## config.mk

```make
export PLATFORM = sky130hd
export DESIGN_NAME = vga_vram_arbiter
export DESIGN_NICKNAME = d
export VERILOG_FILES = /design/src/rtl/vga_vram_arbiter.sv
export SDC_FILE = /design/constraint.sdc
export NUM_CORES = 1
export LEC_CHECK = 0
export ABC_AREA = 0
export CORE_MARGIN = 2
export CORE_UTILIZATION = 25
export CTS_BUF_LIST = sky130_fd_sc_hd__clkbuf_4 sky130_fd_sc_hd__clkbuf_8
export DETAILED_ROUTE_END_ITERATION = 12
export SLEW_MARGIN = 20
export SYNTH_ARGS = -nofsm -noshare
export SYNTH_HDL_FRONTEND = slang
export SYNTH_SLANG_ARGS = --single-unit
```

## constraint.sdc

```tcl
create_clock -name Clk -period 3.7 [get_ports Clk]
set_input_delay 0.555 -clock Clk [delete_from_list [all_inputs] [get_ports Clk]]
set_output_delay 0.555 -clock Clk [all_outputs]
set_load 0.05 [all_outputs]
```

## src/rtl/vga_vram_arbiter.sv

```systemverilog
// Arbitrates one single-port video RAM between the VGA prefetch path and a write requester.
// Video fetches win every conflict; 16-pixel words are serialised MSB-first to PixelOut.
module vga_vram_arbiter #(
    parameter int LINE_WORDS = 40,
    parameter int VIS_LINES  = 480,
    parameter int ADDR_W     = 15
) (
    input  logic              Clk,
    input  logic              Reset,
    input  logic              PixelTick,
    input  logic [9:0]        PixelX,
    input  logic [9:0]        PixelY,
    input  logic              VideoOn,
    input  logic              WrReq,
    input  logic [ADDR_W-1:0] WrAddr,
    input  logic [15:0]       WrData,
    output logic              WrAck,
    output logic [ADDR_W-1:0] MemAddr,
    output logic              MemWe,
    output logic [15:0]       MemWData,
    input  logic [15:0]       MemRData,
    output logic              PixelOut
);

    localparam logic [1:0] ST_IDLE    = 2'd0;
    localparam logic [1:0] ST_FETCH   = 2'd1;
    localparam logic [1:0] ST_CAPTURE = 2'd2;

    localparam logic [9:0]        X_LAST_TRIG = 10'((LINE_WORDS - 1) * 16 + 8);
    localparam logic [9:0]        X_NEXT_LINE = 10'd792;
    localparam logic [9:0]        Y_LAST      = 10'd524;
    localparam logic [9:0]        Y_VIS       = 10'(VIS_LINES);
    localparam logic [ADDR_W-1:0] ADDR_LIMIT  = ADDR_W'(LINE_WORDS * VIS_LINES);

    logic [1:0]        state_q, state_d;
    logic [ADDR_W-1:0] fetch_addr_q, fetch_addr_d;
    logic [15:0]       prefetch_q, prefetch_d;
    logic [15:0]       cur_word_q, cur_word_d;
    logic              pixel_out_q, pixel_out_d;

    logic [9:0]        next_line;
    logic [9:0]        fetch_line;
    logic [5:0]        fetch_group;
    logic [ADDR_W-1:0] fetch_addr;
    logic              trig_line, trig_next, trigger;
    logic              grant;

    // Trigger decode: next group of this line at X%16==8, group 0 of the next line at X==792.
    always_comb begin
        next_line   = (PixelY == Y_LAST) ? 10'd0 : PixelY + 10'd1;
        trig_line   = PixelTick && (PixelX[3:0] == 4'd8) && (PixelX < X_LAST_TRIG) && (PixelY < Y_VIS);
        trig_next   = PixelTick && (PixelX == X_NEXT_LINE) && (next_line < Y_VIS);
        trigger     = trig_line || trig_next;
        fetch_line  = trig_line ? PixelY : next_line;
        fetch_group = trig_line ? PixelX[9:4] + 6'd1 : 6'd0;
        fetch_addr  = (ADDR_W'(fetch_line) << 5) + (ADDR_W'(fetch_line) << 3) + ADDR_W'(fetch_group);
    end

    // The RAM port is free for writes in every state except FETCH.
    assign grant = WrReq && (state_q != ST_FETCH) && !Reset;

    always_comb begin
        state_d      = state_q;
        fetch_addr_d = fetch_addr_q;
        prefetch_d   = prefetch_q;
        case (state_q)
            ST_IDLE: begin
                if (trigger) begin
                    state_d      = ST_FETCH;
                    fetch_addr_d = fetch_addr;
                end
            end
            ST_FETCH: begin
                state_d = ST_CAPTURE;
            end
            ST_CAPTURE: begin
                state_d    = ST_IDLE;
                prefetch_d = MemRData;
            end
            default: begin
                state_d = ST_IDLE;
            end
        endcase
    end

    // CurWord swaps on the last clock of pixel 15 so pixel 0 of the next group sees the new word.
    always_comb begin
        cur_word_d  = (PixelTick && (PixelX[3:0] == 4'd15)) ? prefetch_q : cur_word_q;
        pixel_out_d = VideoOn & cur_word_q[4'd15 - PixelX[3:0]];
    end

    always_ff @(posedge Clk or posedge Reset) begin
        if (Reset) begin
            state_q      <= ST_IDLE;
            fetch_addr_q <= '0;
            prefetch_q   <= '0;
            cur_word_q   <= '0;
            pixel_out_q  <= 1'b0;
        end else begin
            state_q      <= state_d;
            fetch_addr_q <= fetch_addr_d;
            prefetch_q   <= prefetch_d;
            cur_word_q   <= cur_word_d;
            pixel_out_q  <= pixel_out_d;
        end
    end

    // Writes beyond the framebuffer are acknowledged but never reach the RAM.
    assign WrAck    = grant;
    assign MemWe    = grant && (WrAddr < ADDR_LIMIT);
    assign MemAddr  = grant ? WrAddr : fetch_addr_q;
    assign MemWData = Reset ? '0 : WrData;
    assign PixelOut = pixel_out_q;

endmodule

```

Yosys cells after proc, flatten, opt, wreduce, memory -nomap -nowiden. Index checks and enable logic that the tools add are counted.

Reduce and logical (&&, ||, !) cells: 13. Muxes and demuxes: 9. $add $sub $neg: 5. Eq/ne operators: 8. $lt $le $gt $ge: 5. Bitwise operators: 1.

Operator list (number): == test 10 bit (second input constant) (2); less-than comparator 10 x 9 -> 1 bit (second input constant) (2); two-way mux 10 bit (2); two-way mux 16 bit (1); adder 15 x 13 -> 15 bit (1); adder 15 x 6 -> 15 bit (1); less-than comparator 15 bit (second input constant) (1); two-way mux 15 bit (1); adder 10 x 1 -> 10 bit (second input constant) (1); less-than comparator 10 bit (second input constant) (1); logical AND 1 bit (9); == test 4 bit (second input constant) (2); adder 6 x 1 -> 6 bit (second input constant) (1); two-way mux 6 bit (1); less-than comparator 4 x 5 -> 1 bit (second input constant) (1); binary-select mux 1 bit (select 4 bit) (1); one-hot mux 2 bit (2 select lines) (1); subtractor 4 bit (first input constant) (1); == test 2 x 1 -> 1 bit (second input constant) (1); == test 2 bit (second input constant) (1); logical NOT 2 bit (1); two-way mux 2 bit (1); != test 2 x 1 -> 1 bit (second input constant) (1); != test 2 bit (second input constant) (1); other kinds (5) (5).

Bits in registers: 50. Logic and storage cells: 46. Output and inout port bits: 34. Input port bits: 72.

Logic depth before layout (Yosys ltp). Gate-level depths: netlist of the first run.

Word-level depth: 7. Mapped depth: 17. Depth with buffers taken out: 17.

Worst setup path after synthesis of the first run. Ideal clock, no wire load.

Path kind: input -> register. From: in PixelX[0]. To: reg fetch_addr_q[13]. Setup time: 0.125 ns. Data required time: 3.575 ns. Data arrival time: 4.137 ns. Stages: 14. Buffers on the path: 2. Setup slack: -0.562 ns. Path through: clkbuf_1 > nor4_1 > nand4b_1 > clkbuf_1 > or2_2 > fa_1 > inv_1 > ha_1 > a21oi_1 > o211ai_1 > o41ai_1 > nor4b_1 > or3_1 > mux2_2.

Longest elaborated chain between the ends: 7. Elaborated cells on any way between the ends: 14. Those cells by class: 2 x add/sub; 1 x order compare; 2 x eq/ne; 2 x mux; 7 x reduce/logical.

Ends and longest elaborated chain: start, declared (RTL line 11) `input logic [9:0] PixelX,`; parallel branches: the longest is 7 deep, another holds adder 15 x 13 -> 15 bit; end signal, assigned (RTL line 101) `fetch_addr_q <= fetch_addr_d;`; end, declared (RTL line 36) `logic [ADDR_W-1:0] fetch_addr_q, fetch_addr_d;`.

Parallel ways; which one is timed is not known. A chain may end at the register's enable or synchronous reset.

Final worst setup path of the first run.
From: in PixelY[0]. To: reg fetch_addr_q[13].

Longest elaborated chain between the ends: 6. Elaborated cells on any way between the ends: 13. Those cells by class: 3 x add/sub; 2 x order compare; 1 x eq/ne; 3 x mux; 4 x reduce/logical.

Ends and longest elaborated chain: start, declared (RTL line 12) `input logic [9:0] PixelY,`; parallel branches: the longest is 6 deep, another holds adder 15 x 13 -> 15 bit.

Parallel ways; which one is timed is not known.

==> metrics.csv, run 1 <==
stage;metric;value;unit
outcome;outcome;finished, violations left;
outcome;failing checks;negative setup slack;
detailed_routing;DR pass1 iterations;4;
timing;final number of setup-violating endpoints;1;
logic_synthesis;Synth Register Bits;50;
job;MaxCap Viol Count;0;
detailed_routing;via count;2817;
floorplan;Ports;106;
timing;Least-Margin Pin Slew;863.7;ps
logic_synthesis;Yosys top cell by area;dfrtp_1;
global_routing;first-pass GRT wire length;14060;um
logic_synthesis;Post-Syn Area;3351;um^2
timing;RSZ-0062 raised after global routing;true;
timing;Setup Skew;13.34;ps
floorplan;Die ar.;14340;um^2
setup_path;Setup crit end kind;register;
layout;number of diodes;0;
placement;PortBufs;105;
clock_tree;clk_lat worst skew;330;ps
logic_synthesis;Async SR Flop Fraction;100.0;%
logic_synthesis;Mapped Cells;297;
global_routing;gr ovfl total;0;
layout;fin util;40.53;%
logic_synthesis;syn_area_per_cell;11.28;um^2
layout;FILL cells;1279;
layout;fin cells;649;
timing;Tmin final;3866;ps
setup_path;critical path arrival;4090;ps
logic_synthesis;largest cells by area after synthesis;dfrtp_1 37%, mux2_2 17%, ha_1 8.6%;
layout;layout cell share with drive strength beyond 1;42.71;%
floorplan;# rows;42;
timing;slew margin rel.;42.35;%
clock_tree;TritonCTS Buffers;5;
floorplan;Core ar.;13190;um^2
placement;DP Area;5036;um^2
logic_synthesis;Mapped Nets;394;
logic_synthesis;Synth top area share;37.34;%
layout;synthesis-to-layout area growth;59.56;%
clock_tree;Reg clk slew, reported paths;110;ps
timing;WHS;513.6;ps
layout;commonest non-fill, non-tap cell in the layout;buf_4;
clock_tree;CTS Buffer Depth;2;
placement;detailed placement HPWL;6911;um
detailed_routing;DRT iter0 DRCs;44;
global_routing;All-Layer GR Usage;12.31;%
timing;final hold violation count;0;
detailed_routing;post-route ant nets;0;
placement;gpl congestion;0.7963;
detailed_routing;number of vias per cell;4.341;
detailed_routing;Routed Wire Length;8774;um
logic_synthesis;Seq/Total Area, Yosys;37.34;%
setup_path;Required @ worst endpoint;3920;ps
layout;Layout Nets;569;
global_routing;initial antenna violation count;0;
detailed_routing;per-cell routed wire length;13.52;um
setup_path;Setup CP Type;input port to register;
setup_path;startpoint class of the critical path;input port;
clock_tree;H-tree levels;2;
layout;most frequent cells in the layout;85 x buf_4, 75 x clkdlybuf4s50_1, 50 x dfrtp_1;
logic_synthesis;predominant post-synthesis flop cell;dfrtp_1;
floorplan;Initial Util;25.40;%
hold_path;Worst Hold Class;register to register;
timing;Max Clk Rate;258.7;MHz
timing;crit share post-route;104.5;%
clock_tree;CTS tree;done;
layout;post-route cell area;5346;um^2
timing;final slew viol count;0;
detailed_routing;# DRC;0;
global_routing;vias in the first global route;2972;
logic_synthesis;Synth warnings;0;
pwr;leakage power;2.501;nW
global_routing;largest net degree at the start of global routing;51;
placement;DP Cell Count;629;
pwr;maximum vdd drop;0.2074;mV
clock_tree;TritonCTS sink count;50;
pwr;Pwr Total;1.778;mW
timing;final setup margin;-166.2;ps
clock_tree;Root Buffer;clkbuf_8;
floorplan;Die W;119.8;um
pwr;pwr/cell area;332.5;nW/um^2
logic_synthesis;post-synthesis cell type count;50;
setup_path;Crit Path Max Fanout;3;
floorplan;Chip Height;119.8;um
logic_synthesis;number of enable flip-flop cells after synthesis;0;
-- repair_timing --
| item | in CTS | in global routing |
|---|---|---|
| resized for setup | 33 | 43 |
| pin swaps | 14 | 26 |
| setup buffers | 10 | 4 |
| endpoints found under the hold margin | 0 | 0 |
| setup endpoints to repair | 6 | 7 |
| hold buffers | 0 | 0 |
-- cell type report --
class	count	area [um^2]	share of cell area, %
Clock buffer	6	82.58	1.545
Clock inverter	2	16.27	0.3042
Inverter	17	65.06	1.217
Multi-Input combinational cell	218	2151	40.23
Sequential cell	50	1251	23.40
Tap cell	176	220.2	4.119
Timing Repair Buffer	180	1560	29.18
-- path summary, 6_finish.rpt --
kind                                          to  slack (ps)  depth (start not counted)          start
max in group asynchronous          prefetch_q[2]        2250                          3          Reset
worst min-delay path               prefetch_q[3]         510                          1  prefetch_q[3]
worst max register to register  fetch_addr_q[10]        1870                          6     state_q[0]
worst max-delay path            fetch_addr_q[13]        -170                         17      PixelY[0]
min in group asynchronous          prefetch_q[8]         930                          3          Reset
worst min register to register     prefetch_q[3]         510                          1  prefetch_q[3]
-- registers in the layout (all words and copies together), names as in the netlist --
name,flops
PixelOut,1
cur_word_q,16
fetch_addr_q,15
state_q,2
prefetch_q,16
-- where the power goes --
part           switching [mW]  leakage (nW)  total [mW]  internal [mW]
sequential             0.0445         0.668       0.674          0.629
combinational           0.356          1.79       0.743          0.388
clock                   0.206        0.0478       0.361          0.154
total                   0.606          2.50        1.78           1.17
-- worst max-delay path, cell delays in order --
cell	delay [ps]
dlygate4sd2_1	280
inv_1	90
ha_1	210
nand4_1	140
nor4_4	60
buf_4	140
buf_4	130
or2_4	240
fa_1	530
inv_2	60
ha_4	210
a21oi_2	140
o211ai_1	140
o41ai_2	430
nor4b_1	110
or3_1	360
mux2_4	270
-- synth_stat cells, types with 2 or more instances --
cell	n
a21o_1	3
a21oi_1	5
buf_1	3
clkbuf_1	6
dfrtp_1	50
fa_1	2
ha_1	23
inv_1	17
mux2_2	51
mux2_4	8
mux2i_1	2
mux4_2	5
nand2_1	11
nand3_1	8
nand4_1	6
nor2_1	14
nor2b_1	20
nor3_1	2
nor3b_1	2
nor4_1	2
o211ai_1	2
o21a_1	2
o21ai_0	9
or2_2	3
or3_1	2
xnor2_1	13
xor2_1	3
-- through the flow --
step / worst slack, ps / TNS, ps
after floorplan: -321.1 / -327.1
after global placement: -756.6 / -3983
after detailed placement: -906.5 / -4734
after CTS: -136.4 / -136.4
after global routing: -268.6 / -357.0
final: -166.2 / -166.2
-- per-layer routing --
| layer | global-route usage [%] | vias up | part of all wire, % |
|---|---|---|---|
| met5 | 0 | - | 0 |
| met4 | 3.603 | 0 | 1.2 |
| met3 | 2.567 | 12 | 4.9 |
| met2 | 22.46 | 65 | 52 |
| met1 | 14.49 | 1329 | 42 |
| li1 | - | 1411 | - |
-- cells by family after synthesis --
family / after synthesis / share of synthesized area, %
adder cells (fa/ha/maj): 25 / 9.784
AO/OA/AOI/OAI: 31 / 6.348
multiplexers: 66 / 24.68
buffers and inverters: 29 / 3.808
flip-flops: 50 / 37.34
XOR/XNOR: 16 / 4.182
AND/OR/NAND/NOR: 80 / 13.85
Note: power is estimated with default switching activity, not from simulation.
==> run 2, diff against run 1 <==
--- a/config.mk
+++ b/config.mk
@@ -10,6 +10,8 @@
 export CORE_UTILIZATION = 25
 export CTS_BUF_LIST = sky130_fd_sc_hd__clkbuf_4 sky130_fd_sc_hd__clkbuf_8
 export DETAILED_ROUTE_END_ITERATION = 12
+export GPL_ROUTABILITY_DRIVEN = 1
+export SKIP_CTS_REPAIR_TIMING = 1
 export SLEW_MARGIN = 20
 export SYNTH_ARGS = -nofsm -noshare
 export SYNTH_HDL_FRONTEND = slang
==> metrics.csv, run 2 (same netlist as run 1, synthesis figures left out) <==
stage;metric;value;unit
pwr;Sequential Power Share;38.2;%
pwr;net switching power;0.6010;mW
detailed_routing;max layer used;met4;
layout;Top Registers;cur_word_q: 16 flops, prefetch_q: 16 flops, fetch_addr_q: 15 flops;
placement;gpl congestion;0.7963;
layout;layout cell share with drive strength beyond 1;39.40;%
global_routing;initial antenna violation count;1;
detailed_routing;WL met1;3653;um
detailed_routing;DRT iter0 DRCs;57;
clock_tree;Reg clk slew, reported paths;110;ps
clock_tree;CTS tree;done;
hold_path;Worst Hold Depth;1;
setup_path;Setup crit end kind;register;
job;MaxCap Viol Count;0;
setup_path;startpoint class of the critical path;input port;
global_routing;All-Layer GR Usage;12.14;%
clock_tree;TritonCTS Buffers;5;
detailed_routing;DR pass1 iterations;4;
pwr;Pwr Total;1.765;mW
timing;Setup Skew;12.76;ps
floorplan;Die W;119.8;um
layout;commonest non-fill, non-tap cell in the layout;buf_4;
layout;synthesis-to-layout area growth;58.96;%
pwr;leakage power;2.567;nW
placement;post-place setup slack;-906.5;ps
clock_tree;clk_lat worst skew;330;ps
floorplan;Initial Util;25.40;%
timing;slew margin rel.;42.32;%
setup_path;Required @ worst endpoint;3920;ps
setup_path;largest stage delay on the critical path;570;ps
setup_path;cells along the critical path;buf_8 > ha_4 > a311o_1 > nand2_1 > nand4b_1 > nand2_2 > xor2_2 > or2_4 > fa_1 > inv_2 > ha_4 > a21oi_2 > o211ai_1 > o41ai_2 > nor4b_1 > or3_1 > mux2_2;
setup_path;setup slack, reg-to-reg;1880;ps
global_routing;largest net degree at the start of global routing;51;
outcome;outcome;finished, violations left;
timing;Max Clk Rate;262.9;MHz
hold_path;Min-Delay Endpoint;state_q[1];
clock_tree;CTS Buffer Depth;2;
hold_path;Worst Hold Class;register to register;
timing;RSZ-0062 raised after global routing;true;
global_routing;vias in the first global route;2918;
clock_tree;H-tree levels;2;
layout;Layout Nets;563;
timing;crit share post-route;102.8;%
pwr;maximum vdd drop;0.2078;mV
timing;final slew viol count;0;
timing;final number of setup-violating endpoints;1;
pwr;Cell Int Power;1.164;mW
setup_path;Crit-path slowest cell;fa_1;
floorplan;Core ar.;13190;um^2
clock_tree;TritonCTS sink count;50;
setup_path;critical path arrival;4030;ps
global_routing;gr ovfl total;0;
setup_path;most frequent CP cell;ha_4;
global_routing;first-pass GRT wire length;13880;um
layout;most frequent cells in the layout;81 x buf_4, 75 x clkdlybuf4s50_1, 50 x dfrtp_1, 50 x mux2_2, 19 x nor2b_1;
pwr;combinational power share;41.4;%
timing;final hold violation count;0;
placement;PortBufs;105;
setup_path;r2r endpoint;fetch_addr_q[11];
placement;detailed placement HPWL;6911;um
outcome;failing checks;negative setup slack;
pwr;Clock Power Share;20.4;%
setup_path;R2R depth;6;
detailed_routing;# DRC;0;
timing;final setup margin;-103.9;ps
floorplan;Chip Height;119.8;um
detailed_routing;via count;2787;
floorplan;# rows;42;
pwr;switching share of total power;34.05;%
detailed_routing;number of vias per cell;4.328;
floorplan;Die ar.;14340;um^2
detailed_routing;post-route ant nets;0;
detailed_routing;per-cell routed wire length;13.32;um
detailed_routing;met2 WL;4450;um
floorplan;Ports;106;
hold_path;worst hold start;state_q[1];
detailed_routing;met3 wire length;382;um
timing;Least-Margin Pin Slew;864.2;ps
setup_path;Setup CP Type;input port to register;
setup_path;Crit Path Max Fanout;3;
pwr;pwr/cell area;331.4;nW/um^2
clock_tree;Root Buffer;clkbuf_8;
timing;Tmin final;3804;ps
setup_path;FF-to-FF Start;state_q[0];
detailed_routing;Routed Wire Length;8575;um
-- run 2: cell types whose count changed in the layout (fill, tap and decap cells not counted), sizes merged --
cell           change
buf                -7
clkbuf             -4
clkdlybuf4s15      -2
diode              +1
dlygate4sd2        -7
dlymetal6s2s      +14
-- run 2: critical path, delay by kind of cell --
kind                       cells  cell delay (ps)
AOI/OAI and AO/OA              4              980
xor gates and xnor gates       1               80
adders and majority gates      3              930
buffers and inverters          2              160
muxes                          1              260
and+or+nand+nor                6             1060
-- run 2: power groups by stage --
stage	clock, mW	sequential, mW	combinational, mW
2_1_floorplan	0	0.669	0.432
3_3_place_gp	0	0.681	0.686
3_5_place_dp	0	0.686	0.701
4_1_cts	0.373	0.675	0.704
5_1_grt	0.389	0.687	0.794
6_report	0.360	0.673	0.731
-- run 2: worst max-delay path by stage --
stage,start,endpoint,slack (ps),depth (start not counted)
floorplan,PixelX[4],fetch_addr_q[13],-320,15
global placement,PixelX[4],fetch_addr_q[13],-760,16
detailed placement,PixelX[4],fetch_addr_q[13],-910,17
CTS,PixelX[4],fetch_addr_q[13],-540,17
global route,PixelX[4],fetch_addr_q[13],-270,17
finish,PixelX[4],fetch_addr_q[13],-100,17
-- run 2: stage by stage --
stage	setup TNS (ps)	instances	instance area [um^2]	utilization, %	hold slack (ps)
floorplan	-327.1	297	3395	-	454.7
global placement	-3983	629	5036	38.18	482.6
detailed placement	-4734	629	5036	38.18	492.2
CTS	-1877	637	5135	38.93	516.9
global route	-481.0	644	5326	40.38	530.5
finish	-103.9	644	5326	40.38	511.5
-- run 2: layout make-up --
cell class	count	area (um^2)
fill	1275	7864
multi-input combinational	218	2112
timing repair buffer	174	1577
sequential	50	1251
tap	176	220.2
clock buffer	6	82.58
inverter	17	65.06
clock inverter	2	16.27
antenna	1	2.502
-- run 2: metal layers --
metal / GRT usage [%] / vias up
li1: - / 1399
met1: 14.36 / 1318
met3: 2.471 / 10
met5: 0 / -
met2: 22.29 / 60
met4: 3.162 / 0
==> run 3, diff against run 2 <==
--- a/config.mk
+++ b/config.mk
@@ -6,11 +6,14 @@
 export NUM_CORES = 1
 export LEC_CHECK = 0
 export ABC_AREA = 0
+export CELL_PAD_IN_SITES_DETAIL_PLACEMENT = 0
+export CELL_PAD_IN_SITES_GLOBAL_PLACEMENT = 1
 export CORE_MARGIN = 2
 export CORE_UTILIZATION = 25
 export CTS_BUF_LIST = sky130_fd_sc_hd__clkbuf_4 sky130_fd_sc_hd__clkbuf_8
 export DETAILED_ROUTE_END_ITERATION = 12
 export GPL_ROUTABILITY_DRIVEN = 1
+export PLACE_DENSITY_LB_ADDON = 0.1
 export SKIP_CTS_REPAIR_TIMING = 1
 export SLEW_MARGIN = 20
 export SYNTH_ARGS = -nofsm -noshare
==> metrics.csv, run 3 (same netlist as run 1, synthesis figures left out) <==
stage;metric;value;unit
outcome;outcome;finished, violations left;
outcome;failing checks;negative setup slack;
global_routing;initial antenna violation count;0;
setup_path;crit-path leading delay family;simple AND/OR/NAND/NOR gates;
floorplan;Die ar.;14340;um^2
hold_path;Worst Hold Class;register to register;
clock_tree;CTS tree;done;
setup_path;Setup CP Type;input port to register;
layout;post-route cell area;5411;um^2
layout;most frequent cells in the layout;81 x buf_4, 70 x clkdlybuf4s50_1, 50 x dfrtp_1;
pwr;leakage power;2.638;nW
global_routing;gr ovfl total;0;
floorplan;Chip Height;119.8;um
layout;number of diodes;0;
placement;detailed placement HPWL;6887;um
setup_path;setup slack, reg-to-reg;1810;ps
setup_path;Crit-path slowest cell;fa_1;
global_routing;vias in the first global route;2834;
layout;Top Registers;cur_word_q: 16 flops, prefetch_q: 16 flops, fetch_addr_q: 15 flops;
clock_tree;TritonCTS Buffers;5;
pwr;pwr/cell area;339.0;nW/um^2
detailed_routing;per-cell routed wire length;13.40;um
timing;slew margin rel.;55.59;%
placement;DP Cell Count;626;
layout;fin cells;644;
pwr;Pwr Total;1.835;mW
placement;gpl congestion;0.7705;
layout;layout cell share with drive strength beyond 1;40.81;%
global_routing;GR peak layer;met2;
timing;Max Clk Rate;255.4;MHz
setup_path;CP startpoint;PixelX[5];
global_routing;largest net degree at the start of global routing;51;
setup_path;Setup crit end kind;register;
clock_tree;H-tree levels;2;
detailed_routing;# DRC;0;
global_routing;M2 GR Usage;21.86;%
clock_tree;Reg clk slew, reported paths;100;ps
setup_path;critical path arrival;4110;ps
clock_tree;TritonCTS sink count;50;
layout;commonest non-fill, non-tap cell in the layout;buf_4;
floorplan;Ports;106;
setup_path;Required @ worst endpoint;3900;ps
floorplan;Die W;119.8;um
timing;TNS Setup;-221.1;ps
setup_path;startpoint class of the critical path;input port;
layout;Layout Nets;564;
pwr;maximum vdd drop;0.1601;mV
detailed_routing;via count;2802;
layout;FILL cells;1337;
timing;Setup Skew;8.093;ps
clock_tree;clk_lat worst skew;310;ps
job;MaxCap Viol Count;0;
detailed_routing;Routed Wire Length;8632;um
detailed_routing;number of vias per cell;4.351;
placement;post-place setup slack;-891.5;ps
setup_path;cells along the critical path;buf_8 > ha_4 > a311o_1 > nand2_1 > nand4b_1 > nand2_1 > xor2_1 > or2_4 > fa_1 > inv_2 > ha_4 > a21oi_2 > o211ai_1 > o41ai_2 > nor4b_2 > or3_1 > mux2_4;
timing;crit share post-route;105.8;%
setup_path;largest stage delay on the critical path;550;ps
global_routing;All-Layer GR Usage;12.06;%
placement;PortBufs;105;
floorplan;# rows;42;
timing;final number of setup-violating endpoints;2;
layout;synthesis-to-layout area growth;61.50;%
detailed_routing;DR pass1 iterations;4;
timing;Tmin final;3915;ps
detailed_routing;DRT iter0 DRCs;74;
timing;RSZ-0062 raised after global routing;true;
layout;multi-input logic area;2117;um^2
timing;Least-Margin Pin Slew;666.2;ps
timing;final setup margin;-215.1;ps
floorplan;Initial Util;25.40;%
setup_path;Crit Path Max Fanout;3;
timing;final slew viol count;0;
setup_path;Worst Path Buf+Inv;2;
timing;final hold violation count;0;
setup_path;FF-to-FF Start;state_q[0];
global_routing;first-pass GRT wire length;13700;um
clock_tree;Root Buffer;clkbuf_8;
global_routing;M3 GR Usage;1.711;%
layout;register area;1251;um^2
clock_tree;CTS Buffer Depth;2;
detailed_routing;post-route ant nets;0;
floorplan;Core ar.;13190;um^2
global_routing;M1 GR Usage;14.90;%
hold_path;worst hold start;prefetch_q[5];
timing;WHS;511.2;ps
layout;fin util;41.03;%
placement;DP Area;5054;um^2
[run 3: worst paths after layout]
kind | cells after the start | to
worst max-delay path | 17 | fetch_addr_q[13]
worst min register to register | 1 | prefetch_q[5]
worst min-delay path | 1 | prefetch_q[5]
min in group asynchronous | 3 | cur_word_q[7]
worst max register to register | 6 | fetch_addr_q[12]
max in group asynchronous | 3 | fetch_addr_q[0]
[run 3: worst register-to-register path, cell delays in order (launching register included)]
cell and delay [ps]:
dfrtp_1 440, nor4_1 330, nand4_1 150, nor3b_2 250, a21oi_4 130, buf_12 190
mux2_4 310
[run 3: area by class of cell]
cell class / instances / share of cell area, %
clock buffer: 6 / 1.526
clock inverter: 2 / 0.7168
inverter: 17 / 1.179
multi-input combinational: 218 / 39.12
sequential: 50 / 23.12
tap: 176 / 4.069
timing repair buffer: 175 / 30.27
[run 3: routing by layer]
layer	vias up	share of wire [%]
met5	-	0
met4	0	1.3
met3	8	2.8
met2	39	53
met1	1356	43
li1	1399	-
[run 3: power by group]
| group | switching (mW) | internal (mW) | total (mW) |
|---|---|---|---|
| clock | 0.197 | 0.223 | 0.420 |
| combinational | 0.354 | 0.389 | 0.743 |
| sequential | 0.0422 | 0.629 | 0.671 |
